$ cat src/rtl/cmd_seq_ctrl.sv
// Command sequencer: queues fixed-width commands, sends them MSB byte first to a
// UART transmitter and waits for a one-byte response with a per-wait timeout.
//
// state     | meaning
// ----------+-----------------------------------------------------------
// IDLE      | nothing in flight, waiting for a queued command
// LOAD      | pop queue head into the shift register
// SEND      | present one byte on tx_data, strobe trmt
// WAIT_TX   | wait for tx_done rising edge
// WAIT_RESP | wait for a response byte or timeout
module cmd_seq_ctrl #(
    parameter int          DEPTH        = 4,
    parameter int          CMD_BYTES    = 2,
    parameter int          TIMEOUT_CLKS = 100000,
    parameter logic [7:0]  RESP_CMPLT   = 8'hA5,
    parameter logic [7:0]  RESP_INTER   = 8'h5A
) (
    input  logic                     clk,
    input  logic                     rst_n,
    input  logic [8*CMD_BYTES-1:0]   cmd_in,
    input  logic                     cmd_push,
    input  logic                     abort,
    output logic                     full,
    output logic                     empty,
    output logic [7:0]               tx_data,
    output logic                     trmt,
    input  logic                     tx_done,
    input  logic [7:0]               rx_data,
    input  logic                     rx_rdy,
    output logic                     clr_rx_rdy,
    output logic                     busy,
    output logic                     cmd_done,
    output logic                     resp_err,
    output logic                     timeout,
    output logic                     ovf,
    output logic [7:0]               last_resp
);

    localparam int CMD_W = 8 * CMD_BYTES;
    localparam int PW    = (DEPTH > 1) ? $clog2(DEPTH) : 1;
    localparam int CW    = $clog2(DEPTH + 1);
    localparam int TW    = $clog2(TIMEOUT_CLKS + 1);
    localparam int IW    = (CMD_BYTES > 1) ? $clog2(CMD_BYTES) : 1;

    localparam logic [TW-1:0] TMO_LAST = TW'(TIMEOUT_CLKS - 1);
    localparam logic [IW-1:0] IDX_TOP  = IW'(CMD_BYTES - 1);

    localparam logic [2:0] IDLE      = 3'd0;
    localparam logic [2:0] LOAD      = 3'd1;
    localparam logic [2:0] SEND      = 3'd2;
    localparam logic [2:0] WAIT_TX   = 3'd3;
    localparam logic [2:0] WAIT_RESP = 3'd4;

    logic [2:0]       state;
    logic [CMD_W-1:0] mem [DEPTH];
    logic [PW-1:0]    wr_ptr, rd_ptr;
    logic [CW-1:0]    count;
    logic [CMD_W-1:0] head, shreg;
    logic [IW-1:0]    idx;
    logic [TW-1:0]    tmo_cnt;
    logic             tx_done_q;
    logic             tx_rise, push_ok, pop;

    assign head       = mem[rd_ptr];
    assign full       = (count == CW'(DEPTH));
    assign empty      = (count == '0);
    assign push_ok    = cmd_push && !full && !abort;
    assign pop        = (state == LOAD) && !abort;
    assign tx_rise    = tx_done && !tx_done_q;
    assign busy       = (state != IDLE);
    assign trmt       = (state == SEND) && !abort;
    assign clr_rx_rdy = (state == WAIT_RESP) && rx_rdy && !abort;

    always_ff @(posedge clk) begin
        if (push_ok)
            mem[wr_ptr] <= cmd_in;
    end

    always_ff @(posedge clk or negedge rst_n) begin
        if (!rst_n) begin
            wr_ptr <= '0;
            rd_ptr <= '0;
            count  <= '0;
        end else if (abort) begin
            wr_ptr <= '0;
            rd_ptr <= '0;
            count  <= '0;
        end else begin
            if (push_ok)
                wr_ptr <= wr_ptr + PW'(1);
            if (pop)
                rd_ptr <= rd_ptr + PW'(1);
            case ({push_ok, pop})
                2'b10:   count <= count + CW'(1);
                2'b01:   count <= count - CW'(1);
                default: count <= count;
            endcase
        end
    end

    always_ff @(posedge clk or negedge rst_n) begin
        if (!rst_n)
            tx_done_q <= 1'b0;
        else
            tx_done_q <= tx_done;
    end

    always_ff @(posedge clk or negedge rst_n) begin
        if (!rst_n) begin
            state     <= IDLE;
            shreg     <= '0;
            idx       <= '0;
            tmo_cnt   <= '0;
            tx_data   <= 8'h00;
            last_resp <= 8'h00;
            cmd_done  <= 1'b0;
            resp_err  <= 1'b0;
            timeout   <= 1'b0;
            ovf       <= 1'b0;
        end else begin
            cmd_done <= 1'b0;
            resp_err <= 1'b0;
            timeout  <= 1'b0;
            ovf      <= 1'b0;
            if (abort) begin
                state   <= IDLE;
                idx     <= '0;
                tmo_cnt <= '0;
            end else begin
                // a push into a full queue is lost even if LOAD pops this cycle
                ovf <= cmd_push && full;
                case (state)
                    IDLE: begin
                        if (!empty)
                            state <= LOAD;
                    end
                    LOAD: begin
                        tx_data <= head[CMD_W-1 -: 8];
                        shreg   <= head << 8;
                        idx     <= IDX_TOP;
                        state   <= SEND;
                    end
                    SEND: begin
                        state <= WAIT_TX;
                    end
                    WAIT_TX: begin
                        if (tx_rise) begin
                            if (idx != '0) begin
                                idx     <= idx - IW'(1);
                                tx_data <= shreg[CMD_W-1 -: 8];
                                shreg   <= shreg << 8;
                                state   <= SEND;
                            end else begin
                                tmo_cnt <= '0;
                                state   <= WAIT_RESP;
                            end
                        end
                    end
                    WAIT_RESP: begin
                        // a response arriving on the expiry cycle wins over the timeout
                        if (rx_rdy) begin
                            last_resp <= rx_data;
                            if (rx_data == RESP_INTER) begin
                                tmo_cnt <= '0;
                            end else if (rx_data == RESP_CMPLT) begin
                                cmd_done <= 1'b1;
                                state    <= IDLE;
                            end else begin
                                resp_err <= 1'b1;
                                state    <= IDLE;
                            end
                        end else if (tmo_cnt == TMO_LAST) begin
                            timeout <= 1'b1;
                            state   <= IDLE;
                        end else if (tmo_cnt != {TW{1'b1}}) begin
                            tmo_cnt <= tmo_cnt + TW'(1);
                        end
                    end
                    default: state <= IDLE;
                endcase
            end
        end
    end

endmodule

$ cat config.mk
export PLATFORM = sky130hd
export DESIGN_NAME = cmd_seq_ctrl
export DESIGN_NICKNAME = d
export VERILOG_FILES = /design/src/rtl/cmd_seq_ctrl.sv
export SDC_FILE = /design/constraint.sdc
export NUM_CORES = 1
export LEC_CHECK = 0
export BUFFER_PORTS_ARGS = -buffer_cell sky130_fd_sc_hd__buf_2
export CAP_MARGIN = 10
export CORE_AREA = 8 8 116 97
export DETAILED_ROUTE_END_ITERATION = 12
export DIE_AREA = 0 0 124 105
export GPL_ROUTABILITY_DRIVEN = 0
export PLACE_DENSITY = 0.77
export SLEW_MARGIN = 20
export SYNTH_ARGS = -nofsm -noshare
export SYNTH_HDL_FRONTEND = slang
export SYNTH_SLANG_ARGS = --single-unit
export TNS_END_PERCENT = 5
$ cat constraint.sdc
create_clock -name clk -period 3.1 [get_ports clk]
set_clock_uncertainty 0.2 [all_clocks]
set_input_delay 0.465 -clock clk [delete_from_list [all_inputs] [get_ports clk]]
set_output_delay 0.465 -clock clk [all_outputs]
set_load 0.05 [all_outputs]
# [After elaboration in Yosys (flattened, before gate mapping)]
# Memories as Yosys holds them, arrays and structs flattened.
# Index checks and enable logic that the tools add are counted.
[totals] register_bits=65 mem_bits_rw=64 output_inout_bits=25 wordCells=117 n_memories=1
[mem_list] name="mem" words=4 word_bits=16 rd=1 rd_ports_with_merged_regs=0 write_ports=1 line_no="55" source="logic [CMD_W-1:0] mem [DEPTH];"
[classes] addsub=6 eq_ne=21 n_mux=49 n_bitwise=1 reduce_logical=25
[op_table] cell="$mux 17" n=7
[op_table] cell="$pmux 17 s2" n=1
[op_table] cell="$mux 16" n=2
[op_table] cell="$pmux 16 s2" n=1
[op_table] cell="$mux 3" n=8
[op_table] cell="$mux 1" n=20
[op_table] cell="$add 17x1->17 const B" n=1
[op_table] cell="$eq 17x17->1 const B" n=1
[op_table] cell="$ne 17x17->1 const B" n=1
[op_table] cell="$mux 8" n=2
[op_table] cell="$pmux 8 s2" n=1
[op_table] cell="$pmux 3 s5" n=1
[op_table] cell="$ne 4x3->1 const B" n=3
[op_table] cell="$reduce_bool 3->1" n=4
[op_table] cell="$ne 3x3->1 const B" n=3
[op_table] cell="$eq 8x7->1 const B" n=1
[op_table] cell="$eq 8x8->1 const B" n=1
[op_table] cell="$logic_and 1x1->1" n=8
[op_table] cell="$mux 2" n=4
[op_table] cell="$ne 4x4->1 const B" n=2
[op_table] cell="$reduce_and 4->1" n=2
[op_table] cell="$eq 3x2->1 const B" n=2
[op_table] cell="$eq 3x3->1 const B" n=2
[op_table] cell="$logic_not 3->1" n=2
[op_table] cell="16 further kinds" n=22

# [Logic depth before layout (Yosys ltp)]
# Gate-level depths: netlist of run 1.
[depth] depth_word=7 mapped_depth=10 ltp_nobuf=9

# [Worst setup path after synthesis of run 1]
# OpenSTA, ideal clock, no wires.
[synth_path] path_type="register to register" startpoint="register count[1]" endpoint="register count[1]" setup_time_ns=0.132 t_arrival_ns=3.260 setup_slack_ns=-0.492 stages_incl_launch_ff=8 n_path_buf=0 synth_period_minus_slack_ns=3.592 path_cell_list="dfrtp_1 -> nor3b_1 -> nor2_1 -> nor3_1 -> fa_1 -> a22oi_1 -> o22a_1 -> nor2_1"
[synth_between] elab_chain_cells=7 word_cells_on_any_way=11 cone_classes="2 x add/sub; 3 x eq/ne; 2 x mux; 4 x reduce/logical"
[synth_lines] element="start, declared" line_no="57" source="logic [CW-1:0] count;"
[synth_lines] element="start signal, assigned" line_no="94" source="2'b10: count <= count + CW'(1);"
[synth_lines] element="start signal, assigned" line_no="95" source="2'b01: count <= count - CW'(1);"
[synth_lines] element="start signal, assigned" line_no="96" source="default: count <= count;"
[synth_lines] element="$eq 3x3->1 (*)" line_no="65" source="assign full = (count == CW'(DEPTH));"
[synth_lines] element="net full" line_no="23" source="output logic full,"
[synth_lines] element="$logic_not 1->1 (*)" line_no="67" source="assign push_ok = cmd_push && !full && !abort;"
[synth_lines] element="$logic_and 1x1->1 (*) (2 in series)" line_no="67"
[synth_lines] element="$eq 2x1->1 or $eq 2x2->1 (tied branches)" line_no="93" source="case ({push_ok, pop})"
[synth_lines] element="$pmux 3 s2" line_no="93"
[synth_lines] element="$mux 3" line_no="84" source="end else if (abort) begin"
# Mark *: on every way through the listed nets, which the timed path passes. The rest lies on a longest branch.
# A chain may end at the register's enable or synchronous reset.

# [Worst setup path in the final report of run 1]
[layout_path] startpoint="register tmo_cnt[0]" endpoint="register tmo_cnt[15]"
[layout_between] elab_chain_cells=6 word_cells_on_any_way=11 cone_classes="1 x add/sub; 4 x eq/ne; 5 x mux; 1 x reduce/logical"
[layout_lines] element="start, declared" line_no="60" source="logic [TW-1:0] tmo_cnt;"
[layout_lines] element="start signal, assigned" line_no="176" source="tmo_cnt <= tmo_cnt + TW'(1);"
[layout_lines] element="$add 17x1->17" line_no="176"
[layout_lines] element="$mux 17" line_no="175" source="end else if (tmo_cnt != {TW{1'b1}}) begin"
[layout_lines] element="$mux 17" line_no="172" source="end else if (tmo_cnt == TMO_LAST) begin"
[layout_lines] element="$mux 17" line_no="161" source="if (rx_rdy) begin"
[layout_lines] element="$pmux 17 s2" line_no="132" source="case (state)"
[layout_lines] element="$mux 17" line_no="125" source="if (abort) begin"
# Several ways; a longest one is shown, not always the timed one. The select of a mux whose other input is x is not followed.

==> metrics list, run 1 <==
* Wirelength per Cell: 19.0 µm
* Cell count after synthesis: 374
* Fmax: 0.350 GHz
- Floorplan Core Area: 0.00937 mm²
* Count of unresolved DRC violations after routing: 0
- Number of core rows: 32
* Setup WS post-layout: 0.246 ns
- Synthesis instantiated 51 different standard cells from the library.
- Port Buffer Count: 54
- Result of the run: complete, no violations
- Global routing usage summed across all routing layers: 0.181
- Start point of the critical path: tmo_cnt[0]
- The first global-routing pass estimated 18000 µm of wire.
* DR pass1 iterations: 5
- Setup TNS: 0 ns
- Entering global routing, the biggest net connects 26 pins.
* Shortest period the worst path allows: 2.85 ns
- Number of DRC violations after detailed-routing iteration 0: 262
- For the worst setup path, the data required time is 3.21 ns.
- Areal power density over the cells: 871 mW/mm²
- No sink is reached through more buffers than the 2 on the longest clock path.
* H-tree depth reported by CTS: 4
* Area Growth Syn to Fin: 20.8%
- Chip height: 105 µm
- Final setup violation count: 0
- The number of max-slew violations in the final report is 0.
* Fin crit share: 0.921
- Post-synth design cell area: 0.00525 mm²
- Of all nets on the critical path, the largest fanout is 25.
- The initial antenna violation count is 0.
- The via count of the first global-routing pass is 3564.
* Worst setup EP type: flip-flop
- Endpoint of the lowest-slack register-to-register path: tmo_cnt[15]
* Antenna Cells: 0
- TritonCTS built the clock tree.
* Detail Placement HPWL: 7070 µm
- The die covers 0.0130 mm².
- Syn Area/Cell: 14.0 µm²
- Leak Pwr: 2.59 nW
- Total placed cells including tap cells: 541
- Launch instance of the worst register-to-register path: tmo_cnt[0]
- Via count of the routed design: 3415
- Across the run, the number of max-cap violations was 0.
- TritonCTS Sinks: 121
- Number of warnings issued by yosys: 0
* Wire length after detailed routing: 10900 µm
* Overall power after layout: 5.52 mW
- Dividing the detail-routed via count by the number of cells gives 5.94.
- Once layout is complete, the cells apart from fillers number 575.
- In the final layout, the share of cells above drive strength 1 is 0.294.
- Synthesis-stage register bit count: 121
- DIE WIDTH: 124 µm
- Worst slew pin tran: 0.781 ns
- Net count after synthesis: 411
- Crit path kind: reg -> reg
- Data arrival at the endpoint of the critical path: 2.96 ns
- The number of setup buffers added after CTS is 0.
- The final count of hold timing violations is 0.
- I/O Pins: 55
* Proportion of synthesized flip-flops having asynchronous set or reset: 0.471
- Top cells by area, synth: edfxtp_1, dfrtp_1, mux4_2
- In this run the register-to-register setup slack is 0.25 ns.
- Place WS: 0.124 ns
- The number of cells on the worst reg-to-reg path is 9.
- Fraction of synthesized cell area taken by the top area cell type: 0.366
- The later pin in the worst-skew pair is clocked with a latency of 0.42 ns.
- Of the synthesized area, sequential elements account for 0.638.
* Total grt overflow: 0
- Relative slew slack: 0.479
- Effective utilization at floorplan: 0.560
* Final net count: 480
- Most area-hungry cell type in the Yosys netlist: edfxtp_1
* Critical path startpoint category: flip-flop
* Number of flops mapped to enable cells by yosys: 64
- In the synthesized netlist the dominant register cell turns out to be edfxtp_1.
- Clock-pin slew on the worst setup and hold paths: 0.06 ns
* Number of clock buffers inserted by TritonCTS: 17
- IR analysis of the VDD net gives a maximum drop of 0.524 mV.
- Hold/Removal Path Class: in -> reg
- Counting instances, the worst hold path has a depth of 1.
- Clock tree root driver cell: clkbuf_16
- Once detail routing completed, the nets flagged for antenna violations numbered 0.
* Worst Setup EP: tmo_cnt[15]
kinds of logic after synthesis:
family,after synthesis,synth area share
mux,35,0.107
compound gates,67,0.0820
fa+ha+maj,7,0.0181
buf+inv,25,0.0217
simple gates,113,0.123
flops,121,0.638
xor+xnor,6,0.0100
layer usage:
layer  up-vias  share of wire  global-route usage
li1       1569              -                   -
met1      1697           0.43               0.227
met2       127           0.48               0.283
met3        22          0.070              0.0570
met4         0          0.019              0.0797
met5         -              0                   0
registers in the layout (all words and copies together), names as in the netlist, 2 cells and up:
signal and flops:
state 3, tmo_cnt 17, mem 64, tx_data 8
rd_ptr 2, wr_ptr 2, last_resp 8, shreg 8
count 3
synth_stat cells (5+ instances only):
cell      number
or3_1          7
a22o_1         8
mux4_2        16
mux2i_1       10
nor2_1        20
o21ai_0       25
mux2_2         8
inv_1          6
nand3_1        9
and2_1         5
nor4bb_1       6
nand2_1       27
a21oi_1       13
dfrtp_1       57
nor3_1         9
xnor2_1        5
edfxtp_1      64
clkbuf_1      10
o31ai_1        7
ha_1           6
worst max-delay path, stage by stage, from the launching register on:
cell and delay (ns):
dfrtp_1 0.41, ha_1 0.25, nand3_1 0.21, nor3_2 0.13
and3_1 0.19, ha_1 0.20, nand3_1 0.14, nand4_4 0.29
or2_1 0.40, o41ai_1 0.32
layout by cell type (no fill, tap or decap), types with 4 or more instances in the layout:
master     count
dfrtp_1       57
or4_1          4
nor4bb_1       6
inv_1          6
nand2_1       27
nor3_1         8
o21ai_0       25
xnor2_1        5
ha_1           6
edfxtp_1      64
nor2_1        20
mux4_2        16
o31ai_1        7
nand3_1        9
inv_6          8
buf_4         13
mux2i_1       10
or3_1          7
and2_1         5
clkbuf_16     17
a21oi_1       13
a22o_1         8
buf_2         54
mux2_2         8
how the worst min path moves through the flow:
stage,to,slack [ns],from
floorplan,cmd_done,-0.03,rst_n
global placement,last_resp[4],0.24,rst_n
detailed placement,last_resp[4],0.25,rst_n
CTS,mem[3][4],0.04,cmd_in[4]
global route,mem[2][4],0.05,cmd_in[4]
finish,mem[3][4],0.06,cmd_in[4]
report_power, final:
group / switching (mW) / total, mW / leakage, nW / internal (mW)
registers: 0.188 / 2.11 / 1.34 / 1.92
clock network: 0.782 / 2.08 / 0.308 / 1.30
logic: 0.842 / 1.33 / 0.937 / 0.492
area by class of cell:
| class | instances | area [µm²] |
|---|---|---|
| clock buffer | 17 | 425 |
| sequential | 121 | 3350 |
| fill | 661 | 3030 |
| tap | 119 | 149 |
| multi-input combinational | 228 | 1800 |
| timing repair buffer | 69 | 388 |
| clock inverter | 15 | 200 |
| inverter | 6 | 22.5 |
stage by stage:
stage	util	cell area, µm²	hold slack [ns]
6_report	0.676	6340	0.0557
5_1_grt	0.676	6340	0.0510
4_1_cts	0.675	6320	0.0376
3_5_place_dp	0.606	5680	0.248
3_3_place_gp	0.606	5680	0.242
2_1_floorplan	-	5250	-0.0306
repair_timing:
| action | in CTS | in global routing |
|---|---|---|
| setup endpoints to repair | 0 | 16 |
| hold buffers | 2 | 0 |
| gates resized for setup | 0 | 2 |
| hold endpoints to repair | 19 | 0 |
(Power assumes the default switching activity.)
==> inputs of run 2 (changes only) <==
Settings changed: CELL_PAD_IN_SITES_DETAIL_PLACEMENT set to 0, CELL_PAD_IN_SITES_GLOBAL_PLACEMENT set to 2, CORE_AREA 8 8 116 97 to 8 8 136 113, DIE_AREA 0 0 124 105 to 0 0 144 121, PLACE_DENSITY 0.77 to not set, PLACE_DENSITY_LB_ADDON set to 0.1.
==> run 2 against run 1 <==
Against the previous run: wire length is 4.4% higher; clock-buffer cell count increased by 7; first-iteration DRC count shrank 8.4%; clock power down 5%; critical path depth stayed put.
==> metrics list, run 2 (synthesized netlist as in run 1, its figures left out) <==
* Result of the run: complete, no violations
* Global-route wire length before repair: 18400 µm (+2.3%)
- The clock transition at the registers of the reported paths is 0.06 ns (about the same).
- Shortest period the worst path allows: 2.84 ns (-0.0131 ns)
- The share of the clock period used by the worst path is 0.916 (-0.00422).
- Data arrival at the endpoint of the critical path: 2.94 ns (-0.02 ns)
- I/O Pins: 55 (unchanged)
* Hold/Removal Path Class: in -> reg
- Number of clock buffers inserted by TritonCTS: 17 (unchanged)
* Largest registers in the final layout: mem (64), tmo_cnt (17)
- The detail-routed via count per cell was 5.18 (-13%).
- Effective utilization at floorplan: 0.398 (-0.162)
- Layout fillers: 1171 (+77%)
- The placed wire-length estimate after detailed placement is 7760 µm (+9.7%).
- FF+latch area: 0.00335 mm² (unchanged)
* Fmax: 0.352 GHz (+0.46%)
- The actual slew at the worst max-slew pin came to 0.879 ns (+0.0982 ns).
* Cts repair resizes: 0 (unchanged)
- The largest net degree at the start of global routing was 37 (+42%).
- DIE AREA: 0.0174 mm² (+34%)
- Peak fanout along the critical path: 22 (-12%)
* Final count of pins violating max slew: 0 (unchanged)
- Antenna Cells: 0 (unchanged)
- STA classifies the critical path endpoint as a flip-flop.
- In the layout the commonest cells are edfxtp_1, dfrtp_1, buf_2.
- The quantity of I/O buffers inserted on ports was 54 (unchanged).
- Leading cell type in the layout, fill and taps excluded: edfxtp_1
* Critical path startpoint category: flip-flop
* Wire length after detailed routing: 11400 µm (+4.4%)
- Maximum root-to-sink buffer count: 2 (unchanged)
- Area post-placement: 0.00579 mm² (+2.0%)
* Hold buffer count at cts: 2 (unchanged)
- Via count of the routed design: 3319 (-2.8%)
- Clock insertion delay at the later pin of the skew report: 0.42 ns (about the same)
- Number of core rows: 38 (+19%)
- The final count of hold timing violations is 0 (unchanged).
- The initial antenna violation count was 0 (unchanged).
* Floorplan Core Area: 0.0132 mm² (+41%)
- The via count of the first global-routing pass came to 3297 (-7.5%).
- The worst IR drop on VDD is 0.469 mV (-11%).
- The all-layer global routing usage came to 0.142 (-0.0390).
* DR pass1 iterations: 4 (-1)
* Number of DRC violations after detailed-routing iteration 0: 240 (-8.4%)
* Areal power density over the cells: 846 mW/mm² (-2.9%)
- The required time of the critical path is 3.20 ns (about the same).
- The count of final setup violators is 0 (unchanged).
- Largest register FFs: 64 (unchanged)
* Count of unresolved DRC violations after routing: 0 (unchanged)
- The share of post-route cells with drive strength above 1 is 0.286 (-0.00753).
- The routed wirelength normalized by instance count was 17.8 µm (-6.3%).
* Relative slew slack: 0.414 (-0.0655)
* Register containing the most flip-flops in the final layout: mem
* Post-Layout Inst Area: 0.00640 mm² (+1.1%)
- The reported leakage power is 2.58 nW (-0.31%).
* Final net count: 485 (+1.0%)
* Crit path kind: reg -> reg
- Setup TNS: 0 ns (unchanged)
* TritonCTS Sinks: 121 (unchanged)
* Chip height: 121 µm (+15%)
- Post CTS Setup Buffer Count: 0 (unchanged)
- The count of nets left with antenna violations after detail routing was 0 (unchanged).
* Total grt overflow: 0 (unchanged)
- The width of the die came to 144 µm (+16%).
- Relative to the synthesized area, the layout overhead comes to 22.1%.
- RSZ-0062 raised after global routing: false
- TritonCTS built the clock tree.
- H-tree depth reported by CTS: 4 (unchanged)
- Clock tree root driver cell: clkbuf_16
- Max-cap violation count: 0 (unchanged)
- The area of the multi-input gates came to 0.00179 mm² (-0.76%).
-- run 2: cell count changes in the layout (fill, tap and decap cells not counted), moves of 3 or more --
cell	before	now
clkbuf_1	0	5
clkinvlp_4	0	3
buf_4	13	18
inv_6	8	0
-- run 2: worst paths after layout --
path                            start            to  slack [ns]  depth (start not counted)
max in group asynchronous       rst_n  last_resp[7]        1.47                          3
hold reg to reg            tx_data[1]    tx_data[1]        0.27                          2
min in group asynchronous       rst_n    tx_data[2]        0.51                          2
hold / removal              cmd_in[5]     mem[0][5]        0.06                          1
setup reg to reg           tmo_cnt[0]   tmo_cnt[15]        0.26                          9
setup / recovery           tmo_cnt[0]   tmo_cnt[15]        0.26                          9
-- run 2: cell type report --
class,count,share of cell area
Clock buffer,24,0.0736
Multi-Input combinational cell,228,0.280
Clock inverter,8,0.0189
Inverter,6,0.00352
Sequential cell,121,0.523
Tap cell,180,0.0352
Timing Repair Buffer,74,0.0664
-- run 2: critical path, stage by stage (launching register included) --
cell and delay [ns]:
dfrtp_1 0.40, ha_1 0.23, nand3_1 0.10, nor3_1 0.07
and3_1 0.18, ha_1 0.19, nand3_1 0.10, nand4_2 0.44
or2_1 0.50, o41ai_1 0.33
-- run 2: report_power, final --
part / internal, mW / total [mW] / switching, mW
Clock: 1.30 / 1.98 / 0.674
Combinational: 0.496 / 1.33 / 0.831
Sequential: 1.92 / 2.12 / 0.197
-- run 2: through the flow --
stage | power [mW] | util | hold slack, ns | cells | setup WS, ns
detailed placement | 3.50 | 0.440 | 0.266 | 607 | 0.226
floorplan | 3.13 | - | -0.0306 | 374 | 0.210
CTS | 5.49 | 0.486 | 0.0450 | 641 | 0.252
global route | 5.69 | 0.486 | 0.0467 | 641 | 0.00737
finish | 5.42 | 0.486 | 0.0640 | 641 | 0.259
global placement | 3.49 | 0.440 | 0.257 | 607 | 0.316
-- run 2: metal layers --
layer	GRT usage	vias up	wire [µm]
met2	0.186	88	4610
met4	0.0511	0	90
met1	0.207	1630	5880
met5	0	-	0
met3	0.0543	8	837
li1	-	1593	-
